$ cat src/rtl/rtc_bus_cycle_fsm.sv
// Bus-cycle timing engine for the RTC multiplexed address/data port.
// One accepted request runs a full address phase, a bus gap, then a data phase.
module rtc_bus_cycle_fsm #(
    parameter int T_SETUP = 2,
    parameter int T_PULSE = 4,
    parameter int T_HOLD  = 2,
    parameter int T_GAP   = 2
) (
    input  logic       clk,
    input  logic       reset,
    input  logic       start,
    input  logic       rw,
    input  logic [7:0] addr,
    input  logic [7:0] wdata,
    input  logic [7:0] ad_in,
    output logic [7:0] ad_out,
    output logic       ad_oe,
    output logic       a_d,
    output logic       cs,
    output logic       rd,
    output logic       wr,
    output logic [7:0] rdata,
    output logic       busy,
    output logic       done
);

    typedef enum logic [3:0] {
        IDLE    = 4'd0,
        A_SETUP = 4'd1,
        A_PULSE = 4'd2,
        A_HOLD  = 4'd3,
        GAP     = 4'd4,
        D_SETUP = 4'd5,
        D_PULSE = 4'd6,
        D_HOLD  = 4'd7,
        DONE    = 4'd8
    } state_t;

    localparam logic [7:0] LD_SETUP = 8'(T_SETUP - 1);
    localparam logic [7:0] LD_PULSE = 8'(T_PULSE - 1);
    localparam logic [7:0] LD_HOLD  = 8'(T_HOLD - 1);
    localparam logic [7:0] LD_GAP   = 8'(T_GAP - 1);

    state_t     state_reg, state_next;
    logic [7:0] cnt_reg, cnt_next;
    logic       rw_reg;
    logic [7:0] addr_reg, wdata_reg;

    logic       accept;
    logic       cur_rw;
    logic [7:0] cur_addr, cur_wdata;

    logic [7:0] ad_out_next;
    logic       ad_oe_next, a_d_next, cs_next, rd_next, wr_next, busy_next, done_next;

    assign accept = (state_reg == IDLE) && start;

    // Outputs are decoded from the next state, so on the accepting edge the
    // request fields come straight from the inputs rather than the latches.
    assign cur_rw    = (state_reg == IDLE) ? rw    : rw_reg;
    assign cur_addr  = (state_reg == IDLE) ? addr  : addr_reg;
    assign cur_wdata = (state_reg == IDLE) ? wdata : wdata_reg;

    always_ff @(posedge clk) begin
        if (!reset) begin
            state_reg <= IDLE;
            cnt_reg   <= '0;
        end else begin
            state_reg <= state_next;
            cnt_reg   <= cnt_next;
        end
    end

    always_comb begin
        state_next = state_reg;
        cnt_next   = cnt_reg;
        unique case (state_reg)
            IDLE: begin
                if (start) begin
                    state_next = A_SETUP;
                    cnt_next   = LD_SETUP;
                end
            end
            A_SETUP, A_PULSE, A_HOLD, GAP, D_SETUP, D_PULSE, D_HOLD: begin
                if (cnt_reg != 8'd0) begin
                    cnt_next = cnt_reg - 8'd1;
                end else begin
                    unique case (state_reg)
                        A_SETUP: begin state_next = A_PULSE; cnt_next = LD_PULSE; end
                        A_PULSE: begin state_next = A_HOLD;  cnt_next = LD_HOLD;  end
                        A_HOLD:  begin state_next = GAP;     cnt_next = LD_GAP;   end
                        GAP:     begin state_next = D_SETUP; cnt_next = LD_SETUP; end
                        D_SETUP: begin state_next = D_PULSE; cnt_next = LD_PULSE; end
                        D_PULSE: begin state_next = D_HOLD;  cnt_next = LD_HOLD;  end
                        default: begin state_next = DONE;    cnt_next = 8'd0;     end
                    endcase
                end
            end
            DONE:    state_next = IDLE;
            default: state_next = IDLE;
        endcase
    end

    always_comb begin
        ad_out_next = 8'd0;
        ad_oe_next  = 1'b0;
        a_d_next    = 1'b1;
        cs_next     = 1'b1;
        rd_next     = 1'b1;
        wr_next     = 1'b1;
        busy_next   = (state_next != IDLE);
        done_next   = 1'b0;
        unique case (state_next)
            A_SETUP, A_PULSE, A_HOLD: begin
                cs_next     = 1'b0;
                a_d_next    = 1'b0;
                ad_oe_next  = 1'b1;
                ad_out_next = cur_addr;
                wr_next     = (state_next != A_PULSE);
            end
            D_SETUP, D_PULSE, D_HOLD: begin
                cs_next = 1'b0;
                if (cur_rw) begin
                    rd_next = (state_next != D_PULSE);
                end else begin
                    ad_oe_next  = 1'b1;
                    ad_out_next = cur_wdata;
                    wr_next     = (state_next != D_PULSE);
                end
            end
            DONE:    done_next = 1'b1;
            default: ;
        endcase
    end

    always_ff @(posedge clk) begin
        if (!reset) begin
            ad_out <= 8'd0;
            ad_oe  <= 1'b0;
            a_d    <= 1'b1;
            cs     <= 1'b1;
            rd     <= 1'b1;
            wr     <= 1'b1;
            busy   <= 1'b0;
            done   <= 1'b0;
        end else begin
            ad_out <= ad_out_next;
            ad_oe  <= ad_oe_next;
            a_d    <= a_d_next;
            cs     <= cs_next;
            rd     <= rd_next;
            wr     <= wr_next;
            busy   <= busy_next;
            done   <= done_next;
        end
    end

    always_ff @(posedge clk) begin
        if (!reset) begin
            rw_reg    <= 1'b0;
            addr_reg  <= 8'd0;
            wdata_reg <= 8'd0;
        end else if (accept) begin
            rw_reg    <= rw;
            addr_reg  <= addr;
            wdata_reg <= wdata;
        end
    end

    // Read data is taken on the edge that ends the last read-strobe cycle.
    always_ff @(posedge clk) begin
        if (!reset) begin
            rdata <= 8'd0;
        end else if (state_reg == D_PULSE && cnt_reg == 8'd0 && rw_reg) begin
            rdata <= ad_in;
        end
    end

endmodule

$ cat config.mk
export PLATFORM = sky130hd
export DESIGN_NAME = rtc_bus_cycle_fsm
export DESIGN_NICKNAME = d
export VERILOG_FILES = /design/src/rtl/rtc_bus_cycle_fsm.sv
export SDC_FILE = /design/constraint.sdc
export NUM_CORES = 1
export LEC_CHECK = 0
export BUFFER_PORTS_ARGS = -buffer_cell sky130_fd_sc_hd__buf_2
export CORE_UTILIZATION = 40
export DETAILED_ROUTE_END_ITERATION = 8
export GPL_TIMING_DRIVEN = 0
export PLACE_DENSITY = 0.63
export SLEW_MARGIN = 25
export SYNTH_ARGS = -nofsm -noshare
export SYNTH_HDL_FRONTEND = slang
export SYNTH_SLANG_ARGS = --single-unit
$ cat constraint.sdc
create_clock -name clk -period 3.3 [get_ports clk]
set_input_delay 0.495 -clock clk [delete_from_list [all_inputs] [get_ports clk]]
set_output_delay 0.495 -clock clk [all_outputs]
set_load 0.01 [all_outputs]
# Word level (Yosys, flattened, before mapping)
# Index checks and enable logic that the tools add are counted.
totals:
  wordCells: 68
  mem_bits_rw: 0
  latchBits: 0
  inputBits: 28
  reg_bits: 52
  output_inout_bits: 23
  memories: 0
  mem_bits_ro: 0
op_classes:
  n_bitwise: 0
  n_mux: 20
  magnitude_cmp: 0
  n_addsub: 1
  div_mod_pow: 0
  n_shift: 0
  n_reduce_logical: 16
  n_mul: 0
  n_eq_ne: 17
op_table:
  columns: ["cell", "count"]
  rows:
  - ["$mux 8", 5]
  - ["$pmux 8 s2", 2]
  - ["$eq 4x3->1 const B", 7]
  - ["$pmux 4 s6", 1]
  - ["$eq 4x2->1 const B", 4]
  - ["$eq 4x1->1 const B", 2]
  - ["$logic_not 8->1", 1]
  - ["$mux 4", 2]
  - ["$pmux 4 s2", 1]
  - ["$reduce_bool 8->1", 1]
  - ["$sub 8x1->8 const B", 1]
  - ["$reduce_or 7->1", 1]
  - ["$mux 1", 6]
  - ["$reduce_or 3->1", 2]
  - ["$reduce_or 6->1", 1]
  - ["$eq 4x4->1 const B", 1]
  - ["$logic_not 4->1", 1]
  - ["$ne 4x2->1 const B", 1]
  - ["$ne 4x3->1 const B", 1]
  - ["$pmux 1 s2", 2]
  - ["$pmux 2 s2", 1]
  - ["$reduce_bool 4->1", 1]
  - ["$reduce_or 4->1", 1]
  - ["$logic_and 1x1->1", 3]
  - ["5 further kinds", 5]

# Longest topological paths before layout
# Gate-level depths: netlist (run 1).
depth:
  ltp_word: 7
  mapped_depth: 8
  mapped_depth_nobuf: 7

# Least setup slack after synthesis (run 1)
# Ideal clock, no wire load.
synth_timing:
  path_kind: "reg-to-reg"
  start: "reg cnt_reg[0]"
  end: "reg ad_out[0]"
  path_stages_with_launch: 8
  t_arrival_ns: 2.088
  path_slack_ns: 1.153
  path_buffers: 0
  required_ns: 3.241
  period_less_slack_ns: 2.147
  setup_ns: 0.059
  path_cell_list: "dfxtp_1 -> inv_1 -> ha_1 -> or4b_4 -> or4_4 -> a211o_4 -> o22ai_1 -> and2_1"
synth_via:
  elab_chain_len: 6
  word_cells_on_any_way: 12
  classes_between: "6 x eq/ne; 3 x mux; 3 x reduce/logical"
synth_lines:
  columns: ["element", "line_no", "source"]
  rows:
  - ["start: declaration", "45", "logic [7:0] cnt_reg, cnt_next;"]
  - ["start signal: assignment", "70", "cnt_reg <= cnt_next;"]
  - ["$reduce_bool 8->1 *", "85", "if (cnt_reg != 8'd0) begin"]
  - ["$mux 4 *", "85", null]
  - ["$pmux 4 s2 *", "77", "unique case (state_reg)"]
  - ["$eq 4x3->1, or another cell as far along", "113", "unique case (state_next)"]
  - ["$reduce_or 3->1", "113", null]
  - ["$pmux 8 s2 *", "113", null]
  - ["end signal: assignment", "147", "ad_out <= ad_out_next;"]
  - ["end: declaration", "16", "output logic [7:0] ad_out,"]
# Mark *: on every way between the ends. The rest lies on a longest branch, timed or not.
# A chain may end at the register's enable or synchronous reset.

# Worst setup path in the final report (run 1)
layout_timing:
  start: "reg state_reg[3]"
  end: "reg ad_out[1]"
layout_via:
  elab_chain_len: 7
  word_cells_on_any_way: 26
  classes_between: "13 x eq/ne; 9 x mux; 4 x reduce/logical"
layout_lines:
  columns: ["element", "line_no", "source"]
  rows:
  - ["start: declaration", "44", "state_t state_reg, state_next;"]
  - ["start signal: assignment", "69", "state_reg <= state_next;"]
  - ["$eq 4x3->1, or another cell as far along", "77, 88", null]
  - ["$pmux 4 s6", "88", "unique case (state_reg)"]
  - ["$mux 4", "85", null]
  - ["$pmux 4 s2", "77", null]
  - ["$eq 4x3->1, or another cell as far along", "113", null]
  - ["$reduce_or 3->1", "113", null]
  - ["$pmux 8 s2 *", "113", null]
# Marks and branches as above.

==> out/metrics.cfg, run 1 <==
[setup_path]
path_delay_family=buffers and inverters
reg2reg_setup_slack_ns=0.81
cpMostUsedCell=clkbuf_1
crit_start=state_reg[3]$_SDFF_PN0_
cp_max_fo=10
cp_data_required_time_ns=3.51
arrival_ns=2.70
r2r-start=state_reg[3]$_SDFF_PN0_
crit_buf_inv=3
startpoint_type=flip-flop
r2r-end=ad_out[1]$_SDFF_PN0_
worst-setup-path-type=reg -> reg
crit_path_end_kind=flip-flop
rr_worst_depth=7
cp_cell_sequence=clkbuf_1 -> nor4_1 -> buf_2 -> clkbuf_1 -> mux2i_1 -> o22ai_1 -> and2_1
slowest_stage=clkbuf_1
critPathMaxStageDelay_ns=0.61

[final_layout]
register_area_sq_mm=0.00104
area_growth_pct=18.5
fin_nets=342
multiInputGateArea_sq_mm=0.00122
stdcell_area_sq_mm=0.00278
nFillCells=555
antenna-diode-count=0
layout-drive-gt1-share_pct=23.2

[drt]
drtIter0Drc=119
wl_per_cell_microns=13.4
dr.pass1.iters=4
dr_total_vias=1957
via_per_inst=5.11
wl_microns=5150
drc_errors=0
antenna_left=0

[sta]
clock.fmax_mhz=401
setup_tns_ns=0
grt_setup_unrepaired=no
clock-skew-final_ns=0.00738
min_period_ns=2.49
worst_slew_pin_slew_ns=0.742
slew_headroom_pct=50.5
fin_crit_sh_pct=75.5
hold_viol_final=0
maxSlewViolCount=0
setup_viol_count_final=0

[placed_design]
routabilityCongestion=0.804
place_area_sq_mm=0.00268
io_buffer_count=49
dp_hpwl_microns=3570

[cts]
clkLatencyLatePin_ns=0.31
cts_buffers=5
post-cts-setup-buffer-count=0
cts.sinks=52
cts_buffer_depth=2
holdBufCountCts=0
root_buffer=clkbuf_8
cts_tree=built
cts_resized=0
clk_pin_slew_worst_paths_ns=0.09
h-tree-depth=2

[power]
power.density_mw_per_mm2=855
peakVddDrop_v=0.000314
power_leakage_nw=1.17

[grt]
grt_start_max_net_pins=15
track_usage_pct=17.3
grt_pass1_vias=1651
antenna_found_initial=0
grt_overflow=0
grt_pass1_wl_microns=8270

[synth]
ys_warn_count=0
synth_area_leader_cell=dfxtp_1
synth_nets=286
ys.flop_type=dfxtp_1
synth_area_per_cell_sq_um=9.15
synth_top_area_share_pct=44.4
synth_area_leaders=dfxtp_1, mux2i_1, nand2_1
synth_seq_cells=52
synthCells=256
synth-edff-count=0
postSynth.asyncResetShare_pct=0
seq_area_frac_synth_pct=44.4
synth_cell_types=41
syn-cell-area_sq_mm=0.00234

[floorplanning]
die_w_microns=78.5
ios=51
die-area_sq_mm=0.00617
die_h_microns=78.5
start_util_pct=42.0
fp-row-count=27
core_sq_mm=0.00557

[worst_hold_path]
whs_endpoint=addr_reg[5]$_SDFFE_PN0P_
hp-start=addr[5]
min_path_cells=3
hold_class=in -> reg

[run]
maxCapViolCount=0

[run_status]
status=finished, final reports clean

==> Yosys cell counts (2+ instances only) <==
cell,n
dfxtp_1,52
nand2_1,43
mux2i_1,25
a21boi_0,20
nor2_1,13
and2_1,12
clkbuf_1,9
nor2b_1,8
o22ai_1,8
nor4_1,6
a21oi_1,5
inv_1,5
o21ai_0,5
or3_1,4
buf_2,3
nor3_1,3
o211ai_1,3
ha_1,2
mux2_2,2
nand3_1,2
o21a_1,2
o31ai_1,2
or3_2,2
xnor2_1,2
xor2_1,2
==> final cells by class <==
type                       instances  area share [%]
inverter                           5           0.676
sequential                        52            37.5
multi-input combinational        186            44.0
clock inverter                     1            1.08
timing repair buffer              49            8.83
buffer                            13            2.16
clock buffer                       5            2.48
tap                               72            3.24
==> worst max path at each step <==
| stage | cells after the start | end |
|---|---|---|
| CTS | 7 | ad_out[1]$_SDFF_PN0_ |
| floorplan | 7 | ad_out[0]$_SDFF_PN0_ |
| global route | 7 | ad_out[1]$_SDFF_PN0_ |
| detailed placement | 7 | ad_out[1]$_SDFF_PN0_ |
| finish | 7 | ad_out[1]$_SDFF_PN0_ |
| global placement | 7 | ad_out[1]$_SDFF_PN0_ |
==> cells in the final DEF (no fill, tap or decap), drive strengths merged <==
cell | Yosys | layout
mux2 | 2 | 2
ha | 2 | 2
clkbuf | 9 | 14
nor2 | 14 | 14
mux2i | 25 | 25
bufinv | 0 | 1
a221oi | 1 | 1
or4 | 1 | 1
o32ai | 1 | 1
nor4b | 1 | 1
o31ai | 2 | 2
nor3 | 3 | 3
o211a | 1 | 1
and2 | 13 | 13
nor4 | 6 | 6
nand3 | 2 | 2
o221a | 1 | 1
xnor2 | 2 | 2
nand4 | 1 | 1
nand2b | 1 | 1
buf | 4 | 53
a31oi | 1 | 1
o22ai | 8 | 8
o211ai | 3 | 3
a211o | 1 | 1
o21a | 2 | 2
or4b | 1 | 1
o21ai | 5 | 5
nand2 | 43 | 43
or3 | 6 | 6
a21oi | 6 | 6
inv | 5 | 5
nor2b | 8 | 8
dfxtp | 52 | 52
a21boi | 21 | 21
xor2 | 2 | 2
==> per-stage QoR <==
step           power, mW  setup WS [ns]  util (%)  hold slack, ns  cells
2_1_floorplan       1.69           1.15         -           0.443    256
3_3_place_gp        1.95          0.839      48.0           0.449    377
3_5_place_dp        1.95          0.872      48.0           0.457    377
4_1_cts             2.37          0.854      49.8           0.434    383
5_1_grt             2.54          0.680      49.8           0.432    383
6_report            2.37          0.808      49.8           0.437    383
==> power breakdown <==
group / internal, mW / leakage [nW] / switching [mW]
Combinational: 0.473 / 0.696 / 0.636
Clock: 0.218 / 0.0501 / 0.204
Sequential: 0.770 / 0.426 / 0.0725
Total: 1.46 / 1.17 / 0.913
==> kinds of logic after synthesis <==
kind of cell / share of synthesized area [%]
compound gates: 16.7
flops: 44.4
simple gates: 21.3
fa+ha+maj: 1.07
xor+xnor: 1.50
buf+inv: 3.37
mux: 11.6
==> worst min-delay path, cell delays in order <==
cell and delay [ns]:
buf_2 0.10, nand2_1 0.04, a21boi_0 0.06
==> routing by layer <==
metal  vias up  track usage, %  wire (microns)
met3         8            4.30             209
met1       903            24.1            2670
met2        41            25.6            2200
met5         -               0               0
li1       1005               -               -
met4         0            6.11              77
Note: power is estimated with default switching activity, not from simulation.
==> run 2: changes to the inputs <==
clock period = 2.3 ns   (was 3.3 ns; I/O delays follow)
==> run 2 against run 1 <==
  * Clock-buffer cell count stayed put
  * Sequential cell count stayed put
  * Register-to-register slack worse by 0.76 ns
  * Clock power is 44% higher
  * Global-route usage is 0.52 points higher
  * Hold slack worse by 0.15 ns
  * Cell area is 6.4% higher
  * Critical endpoint is now ad_out[3]$_SDFF_PN0_
  * Worst setup slack worse by 0.76 ns
==> out/metrics.cfg, run 2 (same netlist as run 1, synthesis figures left out) <==
[run_status]
status=finished, final reports clean

[grt]
grt_pass1_wl_microns=8490  ; +2.7%
track_usage_pct=17.8  ; +0.52 points
grt_pass1_vias=1703  ; +3.1%
grt_overflow=0  ; unchanged
grt_start_max_net_pins=15  ; unchanged
antenna_found_initial=0  ; unchanged

[placed_design]
io_buffer_count=49  ; unchanged
dpl_worst_slack_ns=-0.128  ; -1.00 ns
dp_hpwl_microns=3570  ; unchanged
place_area_sq_mm=0.00268  ; unchanged
dp_cells=377  ; unchanged
routabilityCongestion=0.804  ; unchanged

[drt]
via_per_inst=5.18  ; +1.4%
wl_microns=5460  ; +6.0%
dr_total_vias=2037  ; +4.1%
drtIter0Drc=95  ; -20%
dr.pass1.iters=4  ; unchanged
antenna_left=0  ; unchanged
wl_per_cell_microns=13.9  ; +3.3%
drc_errors=0  ; unchanged

[setup_path]
r2r-start=cnt_reg[0]$_SDFFE_PN0P_
r2r-end=ad_out[3]$_SDFF_PN0_
crit_buf_inv=1  ; -2
critical_path.endpoint=ad_out[3]$_SDFF_PN0_
path_delay_family=simple AND/OR/NAND/NOR gates
reg2reg_setup_slack_ns=0.05  ; -0.76 ns
cp_max_fo=8  ; -2
crit_start=cnt_reg[0]$_SDFFE_PN0P_
cp_cell_sequence=inv_2 -> ha_4 -> or4b_4 -> or4_4 -> a211o_4 -> o22ai_2 -> and2_1
cp_data_required_time_ns=2.56  ; -0.95 ns
startpoint_type=flip-flop
slowest_stage=or4b_4
worst-setup-path-type=reg -> reg
arrival_ns=2.51  ; -0.19 ns
rr_worst_depth=7  ; unchanged
cp_num_cells=7  ; unchanged
critPathMaxStageDelay_ns=0.48  ; -0.13 ns
crit_path_end_kind=flip-flop

[final_layout]
final-instance-count-excl-fill=393  ; +2.6%
stdcell_area_sq_mm=0.00295  ; +6.4%
layout-drive-gt1-share_pct=30.8  ; +7.7 points
area_growth_pct=26.1
utilization_pct=53.0  ; +3.2 points
layout_commonest_cell=buf_2
layout_common_cells=buf_2, dfxtp_1, nand2_1
nFillCells=531  ; -4.3%
fin_nets=352  ; +2.9%
antenna-diode-count=0  ; unchanged

[cts]
holdBufCountCts=0  ; unchanged
cts_buffer_depth=2  ; unchanged
cts_buffers=5  ; unchanged
clkLatencyLatePin_ns=0.31  ; about the same
clk_pin_slew_worst_paths_ns=0.09  ; about the same
root_buffer=clkbuf_8
h-tree-depth=2  ; unchanged
cts_tree=built
cts.sinks=52  ; unchanged

[sta]
worst_slew_pin_slew_ns=0.619  ; -0.124 ns
min_period_ns=2.25  ; -0.239 ns
fin_crit_sh_pct=98.0  ; +22 points
maxSlewViolCount=0  ; unchanged
clock.fmax_mhz=444  ; +11%
hold_viol_final=0  ; unchanged
clock-skew-final_ns=0.00967  ; +0.00230 ns
final_critical_path_setup_slack_ns=0.0470  ; -0.761 ns
setup_tns_ns=0  ; unchanged
grt_setup_unrepaired=yes
slew_headroom_pct=58.4  ; +7.9 points
setup_viol_count_final=0  ; unchanged

[floorplanning]
start_util_pct=42.0  ; unchanged
ios=51  ; unchanged
die-area_sq_mm=0.00617  ; unchanged
core_sq_mm=0.00557  ; unchanged
die_w_microns=78.5  ; unchanged
fp-row-count=27  ; unchanged
die_h_microns=78.5  ; unchanged

[power]
peakVddDrop_v=0.000472  ; +50%
power_leakage_nw=1.25  ; +6.7%
power.density_mw_per_mm2=1260  ; +47%

[run]
maxCapViolCount=0  ; unchanged

[worst_hold_path]
hold_class=in -> reg

run 2: final cells by class:
cell class | count | area, sq um | share of cell area, %
clock buffers | 5 | 68.8 | 2.33
well taps | 72 | 90.1 | 3.05
flip-flops and latches | 52 | 1040 | 35.3
plain buffers | 11 | 56.3 | 1.91
clock inverters | 1 | 30.0 | 1.02
repair buffers | 61 | 339 | 11.5
inverters | 5 | 18.8 | 0.635
multi-input cells | 186 | 1310 | 44.3
run 2: worst min path at each step:
| stage | start | end | slack (ns) | depth (start not counted) |
|---|---|---|---|---|
| after floorplan | addr_reg[3]$_SDFFE_PN0P_ | addr_reg[3]$_SDFFE_PN0P_ | 0.44 | 2 |
| after global placement | addr_reg[4]$_SDFFE_PN0P_ | addr_reg[4]$_SDFFE_PN0P_ | 0.45 | 2 |
| after detailed placement | wdata_reg[2]$_SDFFE_PN0P_ | wdata_reg[2]$_SDFFE_PN0P_ | 0.46 | 2 |
| after CTS | addr[5] | addr_reg[5]$_SDFFE_PN0P_ | 0.28 | 3 |
| after global routing | addr[3] | addr_reg[3]$_SDFFE_PN0P_ | 0.28 | 3 |
| final | addr[5] | addr_reg[5]$_SDFFE_PN0P_ | 0.28 | 3 |
run 2: power by group:
part           internal (mW)  switching (mW)
Clock                  0.313           0.293
Combinational          0.884           0.997
Sequential              1.11           0.127
Total                   2.30            1.42
run 2: what timing repair did:
action,4_1_cts,5_1_grt
gates resized for setup,4,18
pin swaps,3,7
setup buffers,3,8
cloned,0,1
setup endpoints to repair,10,26
run 2: metrics by stage:
stage                     power [mW]  hold WS, ns
after global routing            3.99        0.282
after global placement          2.80        0.449
after CTS                       3.46        0.284
after floorplan                 2.42        0.443
after detailed placement        2.79        0.457
final                           3.72        0.282
run 2: metal layers:
layer	vias to the layer above	track usage, %	routed length, microns
li1	1024	-	-
met1	944	24.1	2700
met2	59	27.1	2430
met3	10	4.53	251
met4	0	6.48	80
met5	-	0	0
run 2: worst min-delay path: stages:
cell and delay, ns:
buf_2 0.10, nand2_1 0.04, a21boi_0 0.06
==> run 3: changes to the inputs <==
ABC_AREA = 1   (was unset)
CTS_BUF_LIST = sky130_fd_sc_hd__clkbuf_16   (was unset)
PLACE_DENSITY = 0.62   (was 0.63)
==> run 3 against run 2 <==
  * Via count increased by 14%
  * Wire length grew 8.8%
  * Critical endpoint is now ad_oe$_SDFF_PN0_
  * Critical path type unchanged
  * Cell count grew 21%
  * Utilization decreased by 2.4 points
  * Synthesized cell count grew 34%
  * Clock power is 40% higher
  * Area after synthesis increased by 9.2%
  * Cell area grew 3.9%
  * Clock skew about the same
  * Largest cell class unchanged
==> out/metrics.cfg, run 3 <==
[synth]
synth_area_per_cell_sq_um=7.43  ; -19%
yosys-top-cells-count=nand2_1, dfxtp_1, inv_1, a21oi_1, nand3_1
ys.flop_type=dfxtp_1
synthMostInstantiatedCell=nand2_1
synthMuxAreaShare_pct=3.52  ; -8.1 points
ys_warn_count=0  ; unchanged
synth_seq_cells=52  ; unchanged
synth_fa_ha_area_share_pct=0.978  ; -0.090 points
postSynth.asyncResetShare_pct=0  ; unchanged
synth_area_leaders=dfxtp_1, nand2_1, inv_1
synth_nets=374  ; +31%
synth_top_family_by_area=simple AND/OR/NAND/NOR gates
synth_area_leader_cell=dfxtp_1
synthCells=344  ; +34%
synth_cell_types=35  ; -15%
synth_compound_area_share_pct=15.7  ; -1.1 points
seq_area_frac_synth_pct=40.7  ; -3.7 points
synth_top_area_share_pct=40.7  ; -3.7 points
synth_xor_area_share_pct=0  ; -1.5 points
synth-edff-count=0  ; unchanged
synth-simple-area-share_pct=27.1  ; +5.8 points
syn-cell-area_sq_mm=0.00256  ; +9.2%

[cts]
clk_pin_slew_worst_paths_ns=0.07  ; -0.02 ns
h-tree-depth=2  ; unchanged
cts_buffer_depth=2  ; unchanged
cts.sinks=52  ; unchanged
cts_resized=0  ; -4
holdBufCountCts=0  ; unchanged
cts_tree=built
post-cts-setup-buffer-count=0  ; -3
clkLatencyLatePin_ns=0.29  ; -0.02 ns
cts_buffers=5  ; unchanged
root_buffer=clkbuf_16

[power]
power_leakage_nw=1.49  ; +19%
p_int_mw=1.73  ; -25%
p_clk_share_pct=33.8  ; +17 points
seqPwrFrac_pct=40.6  ; +7.4 points
power_mw=2.52  ; -32%
peakVddDrop_v=0.000389  ; -18%
power.switching_mw=0.784  ; -45%
power.density_mw_per_mm2=820  ; -35%
swShare_pct=31.1  ; -7.0 points
combPwrFrac_pct=25.6  ; -25 points

[sta]
setup_tns_ns=0  ; unchanged
min_period_ns=1.80  ; -0.453 ns
worst_slew_pin_slew_ns=0.602  ; -0.0168 ns
clock-skew-final_ns=0.00932  ; -0.000353 ns
whs_ns=0.291  ; +0.00879 ns
clock.fmax_mhz=556  ; +25%
grt_setup_unrepaired=no
final_critical_path_setup_slack_ns=0.500  ; +0.453 ns
fin_crit_sh_pct=78.3  ; -20 points
hold_viol_final=0  ; unchanged
setup_viol_count_final=0  ; unchanged
maxSlewViolCount=0  ; unchanged
slew_headroom_pct=59.9  ; +1.4 points

[final_layout]
area_growth_pct=20.0
layout_common_cells=nand2_1, dfxtp_1, buf_2
antenna-diode-count=0  ; unchanged
nFillCells=616  ; +16%
layout_commonest_cell=nand2_1
fin_nets=431  ; +22%
layout-drive-gt1-share_pct=23.6  ; -7.2 points
utilization_pct=50.6  ; -2.4 points

[grt]
antenna_found_initial=0  ; unchanged
grt_overflow=0  ; unchanged
track_usage_pct=19.0  ; +1.2 points
grt_pass1_wl_microns=9650  ; +14%
grt_pass1_vias=2097  ; +23%
grt_start_max_net_pins=17  ; +2

[setup_path]
path_delay_family=simple AND/OR/NAND/NOR gates
cp_cell_sequence=inv_1 -> ha_1 -> nand2_1 -> inv_1 -> nand2_2 -> nand2_1 -> nand2_1 -> nand2_1 -> nand2_1 -> nor2_1 -> nor2_1 -> nand2_1 -> o21ai_0
crit_buf_inv=2  ; +1
arrival_ns=2.02  ; -0.49 ns
cp_data_required_time_ns=2.52  ; -0.04 ns
cp_max_fo=4  ; -4
crit_path_end_kind=flip-flop
worst-setup-path-type=reg -> reg
slowest_stage=dfxtp_1
cpMostUsedCell=nand2_1
critPathMaxStageDelay_ns=0.36  ; -0.12 ns
startpoint_type=flip-flop

[floorplanning]
fp-row-count=28  ; +3.7%
die-area_sq_mm=0.00672  ; +9.0%
ios=51  ; unchanged
die_w_microns=82.0  ; +4.4%
core_sq_mm=0.00606  ; +8.7%
start_util_pct=42.2  ; +0.18 points
die_h_microns=82.0  ; +4.4%

[drt]
drt-met1-wl_microns=2850  ; +5.8%
dr_total_vias=2323  ; +14%
dr.max_layer_used=met4
dr.pass1.iters=4  ; unchanged
via_per_inst=4.87  ; -6.0%
wl_per_cell_microns=12.5  ; -10%
drc_errors=0  ; unchanged
wl_microns=5940  ; +8.8%
met2WireLength_microns=2820  ; +16%
wl_met3_microns=203  ; -19%
antenna_left=0  ; unchanged
drtIter0Drc=93  ; -2.1%

[placed_design]
dp_hpwl_microns=4270  ; +20%
routabilityCongestion=0.855  ; +6.4%
dpl_worst_slack_ns=0.519  ; +0.646 ns
io_buffer_count=50  ; +2.0%

[run_status]
status=finished, final reports clean

[run]
maxCapViolCount=0  ; unchanged

[worst_hold_path]
hold_class=in -> reg

## run 3: final timing paths
check | start | end | slack, ns | depth (start not counted)
setup / recovery | cnt_reg[0]$_SDFFE_PN0P_ | ad_oe$_SDFF_PN0_ | 0.50 | 13
hold reg to reg | addr_reg[3]$_SDFFE_PN0P_ | addr_reg[3]$_SDFFE_PN0P_ | 0.44 | 2
hold / removal | ad_in[4] | rdata[4]$_SDFFE_PN0P_ | 0.29 | 3
setup reg to reg | cnt_reg[0]$_SDFFE_PN0P_ | ad_oe$_SDFF_PN0_ | 0.50 | 13
## run 3: cell type report
class,instances,area [sq um],share of cell area [%]
repair buffers,50,250,8.15
inverters,54,203,6.60
plain buffers,14,106,3.47
multi-input cells,224,1210,39.3
clock inverters,3,42.5,1.39
flip-flops and latches,52,1040,33.9
well taps,75,93.8,3.06
clock buffers,5,125,4.08
## run 3: power by group through the flow
stage          combinational [mW]  sequential [mW]  clock, mW
3_5_place_dp                0.643             1.04          0
5_1_grt                     0.725             1.03      0.907
3_3_place_gp                0.636             1.04          0
6_report                    0.646             1.02      0.851
2_1_floorplan               0.472             1.05          0
4_1_cts                     0.648             1.02      0.873
## run 3: tightest hold or removal path, cell delays in order
cell      delay, ns
buf_2          0.09
inv_1          0.04
a211oi_1       0.06
## run 3: stage by stage
stage | area [sq um] | std cells
floorplan | 2560 | 344
global route | 3070 | 477
finish | 3070 | 477
global placement | 2900 | 469
detailed placement | 2900 | 469
CTS | 3070 | 477
## run 3: cells by family after synthesis
kind of cell | count (synthesis)
multiplexers | 8
AND/OR/NAND/NOR | 143
buffers and inverters | 68
adder cells (fa/ha/maj) | 2
AO/OA/AOI/OAI | 71
flip-flops | 52
## run 3: per-layer routing
layer	vias to the layer above	GRT usage, %
met2	38	32.1
met4	0	5.79
met5	-	0
met1	1050	23.9
li1	1229	-
met3	6	4.00
